==> src/rtl/input_port_ctrl.sv <==
// Debounced switch-load port: synchronizes board switches, port select and load button,
// and emits one load strobe per accepted press. Optional INPUT_PORT_CTRL_COUNT_EN adds press_count.
module input_port_ctrl #(
  parameter int WIDTH           = 32,
  parameter int SW_WIDTH        = 9,
  parameter int DEBOUNCE_CYCLES = 500000
) (
  input  logic                clk,
  input  logic                rst,
  input  logic [SW_WIDTH-1:0] switches,
  input  logic                port_sel,
  input  logic                load_btn,
  output logic [WIDTH-1:0]    in_data,
  output logic                inport_0_en,
  output logic                inport_1_en,
  output logic                busy
`ifdef INPUT_PORT_CTRL_COUNT_EN
  ,
  output logic [7:0]          press_count
`endif
);

  localparam int CNT_W = (DEBOUNCE_CYCLES > 1) ? $clog2(DEBOUNCE_CYCLES) : 1;
  localparam logic [CNT_W-1:0] CNT_MAX = CNT_W'(DEBOUNCE_CYCLES - 1);

  typedef enum logic [1:0] {
    IDLE,
    PRESS_WAIT,
    PRESSED,
    RELEASE_WAIT
  } state_t;

  logic [SW_WIDTH-1:0] sw_meta_q, sw_meta_d, sw_sync_q, sw_sync_d;
  logic                sel_meta_q, sel_meta_d, sel_sync_q, sel_sync_d;
  logic                btn_meta_q, btn_meta_d, btn_sync_q, btn_sync_d;

  state_t              state_q, state_d;
  logic [CNT_W-1:0]    cnt_q, cnt_d;
  logic                strobe;

  logic [WIDTH-1:0]    in_data_q, in_data_d;
  logic                en0_q, en0_d, en1_q, en1_d;

  always_comb begin
    sw_meta_d  = switches;
    sw_sync_d  = sw_meta_q;
    sel_meta_d = port_sel;
    sel_sync_d = sel_meta_q;
    btn_meta_d = load_btn;
    btn_sync_d = btn_meta_q;
  end

  // The counter is only meaningful inside the two wait states; it is cleared on entry to each.
  always_comb begin
    state_d = state_q;
    cnt_d   = cnt_q;
    strobe  = 1'b0;
    case (state_q)
      IDLE: begin
        if (btn_sync_q) begin
          state_d = PRESS_WAIT;
          cnt_d   = '0;
        end
      end
      PRESS_WAIT: begin
        if (!btn_sync_q) begin
          state_d = IDLE;
        end else if (cnt_q == CNT_MAX) begin
          state_d = PRESSED;
          strobe  = 1'b1;
        end else begin
          cnt_d = cnt_q + CNT_W'(1);
        end
      end
      PRESSED: begin
        if (!btn_sync_q) begin
          state_d = RELEASE_WAIT;
          cnt_d   = '0;
        end
      end
      RELEASE_WAIT: begin
        if (btn_sync_q) begin
          state_d = PRESSED;
        end else if (cnt_q == CNT_MAX) begin
          state_d = IDLE;
        end else begin
          cnt_d = cnt_q + CNT_W'(1);
        end
      end
      default: begin
        state_d = IDLE;
        cnt_d   = '0;
      end
    endcase
  end

  // Data and strobe load on the same edge so in_data is already valid during the strobe cycle.
  always_comb begin
    in_data_d = strobe ? WIDTH'(sw_sync_q) : in_data_q;
    en0_d     = strobe & ~sel_sync_q;
    en1_d     = strobe & sel_sync_q;
  end

  always_ff @(posedge clk or posedge rst) begin
    if (rst) begin
      sw_meta_q  <= '0;
      sw_sync_q  <= '0;
      sel_meta_q <= 1'b0;
      sel_sync_q <= 1'b0;
      btn_meta_q <= 1'b0;
      btn_sync_q <= 1'b0;
      state_q    <= IDLE;
      cnt_q      <= '0;
      in_data_q  <= '0;
      en0_q      <= 1'b0;
      en1_q      <= 1'b0;
    end else begin
      sw_meta_q  <= sw_meta_d;
      sw_sync_q  <= sw_sync_d;
      sel_meta_q <= sel_meta_d;
      sel_sync_q <= sel_sync_d;
      btn_meta_q <= btn_meta_d;
      btn_sync_q <= btn_sync_d;
      state_q    <= state_d;
      cnt_q      <= cnt_d;
      in_data_q  <= in_data_d;
      en0_q      <= en0_d;
      en1_q      <= en1_d;
    end
  end

  assign in_data     = in_data_q;
  assign inport_0_en = en0_q;
  assign inport_1_en = en1_q;
  assign busy        = (state_q == PRESS_WAIT) || (state_q == RELEASE_WAIT);

`ifdef INPUT_PORT_CTRL_COUNT_EN
  logic [7:0] press_count_q, press_count_d;

  always_comb begin
    press_count_d = strobe ? press_count_q + 8'd1 : press_count_q;
  end

  always_ff @(posedge clk or posedge rst) begin
    if (rst) begin
      press_count_q <= 8'd0;
    end else begin
      press_count_q <= press_count_d;
    end
  end

  assign press_count = press_count_q;
`endif

endmodule

==> config.mk <==
export PLATFORM = sky130hd
export DESIGN_NAME = input_port_ctrl
export DESIGN_NICKNAME = d
export VERILOG_FILES = /design/src/rtl/input_port_ctrl.sv
export SDC_FILE = /design/constraint.sdc
export NUM_CORES = 1
export LEC_CHECK = 0
export CORE_MARGIN = 5
export CORE_UTILIZATION = 50
export CTS_CLUSTER_DIAMETER = 200
export DETAILED_ROUTE_END_ITERATION = 10
export PLACE_DENSITY = 0.78
export SKIP_CTS_REPAIR_TIMING = 1
export SLEW_MARGIN = 20
export SYNTH_ARGS = -nofsm -noshare
export SYNTH_HDL_FRONTEND = slang
export SYNTH_SLANG_ARGS = --single-unit
==> constraint.sdc <==
create_clock -name clk -period 2.9 [get_ports clk]
set_clock_uncertainty 0.2 [all_clocks]
set_input_delay 0.29 -clock clk [delete_from_list [all_inputs] [get_ports clk]]
set_output_delay 0.29 -clock clk [all_outputs]
set_load 0.01 [all_outputs]
==> impl_metrics.ini <==
[sta]
fin_crit_ns = 2.39
setup_violations = 0
worst_slew_pin_slew_ns = 0.642
post-route-period-util = 0.823
max_slew_margin = 0.569
setup_tns_ns = 0
drv_slew = 0
fmax_ghz = 0.419
finalHoldViolations = 0
rsz0062_at_grt = no

[yosys]
syn_inst = 194
ys_types = 34
avgSynthCellArea_sq_um = 12.1
ys_ff_latch = 54
yosysTopAreaCell = dfrtp_1
syn_area_sq_um = 2340
ys_warn_count = 0
synth_top_cells_by_area = dfrtp_1 58%, buf_4 7.7%, mux2_2 5.3%
ys_seq_area_frac = 0.578
yosysTopAreaCellShare = 0.578

[critical_path]
critPathBufInv = 0
crit_required_ns = 2.91
endpoint_kind = flip-flop
crit_arrival_ns = 2.40
r2r_slack_ns = 0.51
ff2ff_path_depth = 5
r2r_end = in_data[5]$_DFFE_PP0P_
crit_chain = ha_1, nand4_2, nand3b_1, nor4_4, mux2_2
critical_path.slowest_cell = nor4_4
regToRegStartpoint = cnt_q[0]$_DFFE_PP0P_
slowest_delay_ns = 0.51
cp_max_fo = 9
critPathLaunchType = flip-flop
crit_type = flip-flop to flip-flop
critical_path.top_delay_family = simple AND/OR/NAND/NOR gates

[drt]
via_per_inst = 5.42
drt-total-wl_um = 4010
vias = 1484
dr.pass1.iters = 4
drc = 0
drt_iter0_markers = 87
routedWlPerCell_um = 14.6
antenna_left = 0

[layout]
final_cell_area_sq_um = 2670
regArea_sq_um = 1350
fin_util = 0.601
drive_gt1_frac = 0.117
fin_nets = 235
multi_input_area_sq_um = 842
area.growth.synth_to_final_pct = 14.2
diodes = 0
fill_cells = 360

[clocking]
numCtsBuffers = 5
htreeDepth = 2
root_buffer = clkbuf_8
clock_latency_ns = 0.31
ctsLongestPathBuffers = 2
cts_tree = built
clock-sinks = 54
path_clk_slew_ns = 0.10

[flow_run]
maxCapViolations = 0

[placement]
dpl.hpwl_um = 2860
io_buffer_count = 24
place_congestion = 0.863
placed_area_sq_um = 2560

[grt]
grt_pass1_vias = 1497
grt_max_degree = 32
antenna_found_initial = 0
grt_pass1_wl_um = 7250
grt_overflow_total = 0
track_usage = 0.151

[die]
num_rows = 24
die_w_um = 78.4
start_util = 0.526
core_sq_um = 4440
dieArea_sq_um = 6150
dieHeight_um = 78.4
io_pins = 48

[power_and_ir_drop]
max-vdd-ir-drop_mv = 0.349
p_leak_nw = 1.22
p_per_area_nw_per_um2 = 520
power_mw = 1.39

[status]
status = complete, no violations

[worst_hold_path]
min_path_type = input port to asynchronous set/reset pin
[cells in the mapped netlist, drive strengths merged]
| master | n |
|---|---|
| conb | 1 |
| nand3 | 7 |
| and4b | 2 |
| or4 | 7 |
| o31ai | 7 |
| nor4b | 2 |
| o31a | 1 |
| nor2 | 5 |
| nor4 | 3 |
| ha | 1 |
| or3 | 3 |
| mux2i | 4 |
| and4 | 3 |
| a21oi | 11 |
| clkbuf | 4 |
| and3 | 3 |
| xor2 | 3 |
| o21a | 2 |
| inv | 6 |
| nand4 | 6 |
| nand2 | 9 |
| buf | 25 |
| mux2 | 11 |
| o21ai | 5 |
| nand2b | 4 |
| xnor2 | 1 |
| dfrtp | 54 |
| o21bai | 2 |
| nor2b | 1 |
| nand3b | 1 |
[cell type report]
cell class / instances / share of cell area
clock buffers: 5 / 0.0257
clock inverters: 3 / 0.0178
inverters: 6 / 0.00843
multi-input cells: 127 / 0.315
flip-flops and latches: 54 / 0.506
well taps: 52 / 0.0243
repair buffers: 27 / 0.103
[state kept, by name, summed over array words and instances, names as in the netlist, named ones only]
| register | count |
|---|---|
| cnt_q | 19 |
| inport_1_en | 1 |
| btn_meta_q | 1 |
| in_data | 9 |
| state_q | 1 |
| sel_sync_q | 1 |
| sel_meta_q | 1 |
| btn_sync_q | 1 |
| inport_0_en | 1 |
| sw_sync_q | 9 |
| sw_meta_q | 9 |
[metrics by stage]
stage | setup slack (ns) | hold WS (ns) | instances
after floorplan | 0.785 | 0.121 | 216
after global placement | 0.557 | 0.132 | 266
after detailed placement | 0.496 | 0.136 | 266
after CTS | 0.490 | 0.130 | 274
after global routing | 0.371 | 0.165 | 274
final | 0.512 | 0.123 | 274
[cells in the final DEF (no fill, tap or decap), drive strengths merged, types with 3 or more instances in the layout]
| master | instances |
|---|---|
| dfrtp | 54 |
| clkdlybuf4s50 | 24 |
| conb | 23 |
| mux2 | 11 |
| a21oi | 11 |
| nand2 | 9 |
| nand3 | 7 |
| o31ai | 7 |
| or4 | 7 |
| inv | 7 |
| nand4 | 6 |
| o21ai | 5 |
| nor2 | 5 |
| clkbuf | 5 |
| mux2i | 4 |
| nand2b | 4 |
| and3 | 3 |
| xor2 | 3 |
| and4 | 3 |
| or3 | 3 |
| nor4 | 3 |
| buf | 3 |
[power by group]
group / total (mW) / internal, mW / switching, mW
clock: 0.512 / 0.262 / 0.250
sequential: 0.793 / 0.777 / 0.0168
combinational: 0.0849 / 0.0336 / 0.0513
[metal layers]
layer	vias to the layer above	GRT usage	wire (um)
li1	704	-	-
met3	2	0.0378	213
met5	-	0	0
met4	0	0.0734	48
met1	727	0.198	1820
met2	51	0.236	1930
[cells by family (layout without fill, tap and decap cells)]
logic type / count (synthesis) / count (layout) / share of synthesized area
AOI/OAI and AO/OA: 28 / 28 / 0.0733
xor gates and xnor gates: 4 / 4 / 0.0150
adders and majority gates: 1 / 1 / 0.00535
buffers and inverters: 35 / 41 / 0.0979
DFF: 54 / 54 / 0.578
muxes: 15 / 15 / 0.0701
other: 1 / 23 / 0.00160
and+or+nand+nor: 56 / 56 / 0.159
[how the worst max path moves through the flow]
stage,slack [ns],end,depth (start not counted),start
after floorplan,0.78,in_data[0]$_DFFE_PP0P_,5,cnt_q[0]$_DFFE_PP0P_
after global placement,0.56,in_data[8]$_DFFE_PP0P_,5,cnt_q[0]$_DFFE_PP0P_
after detailed placement,0.50,in_data[8]$_DFFE_PP0P_,5,cnt_q[0]$_DFFE_PP0P_
after CTS,0.49,in_data[8]$_DFFE_PP0P_,5,cnt_q[0]$_DFFE_PP0P_
after global routing,0.37,in_data[1]$_DFFE_PP0P_,5,cnt_q[1]$_DFFE_PP0P_
final,0.51,in_data[5]$_DFFE_PP0P_,5,cnt_q[0]$_DFFE_PP0P_
Note: power is estimated with default switching activity, not from simulation.
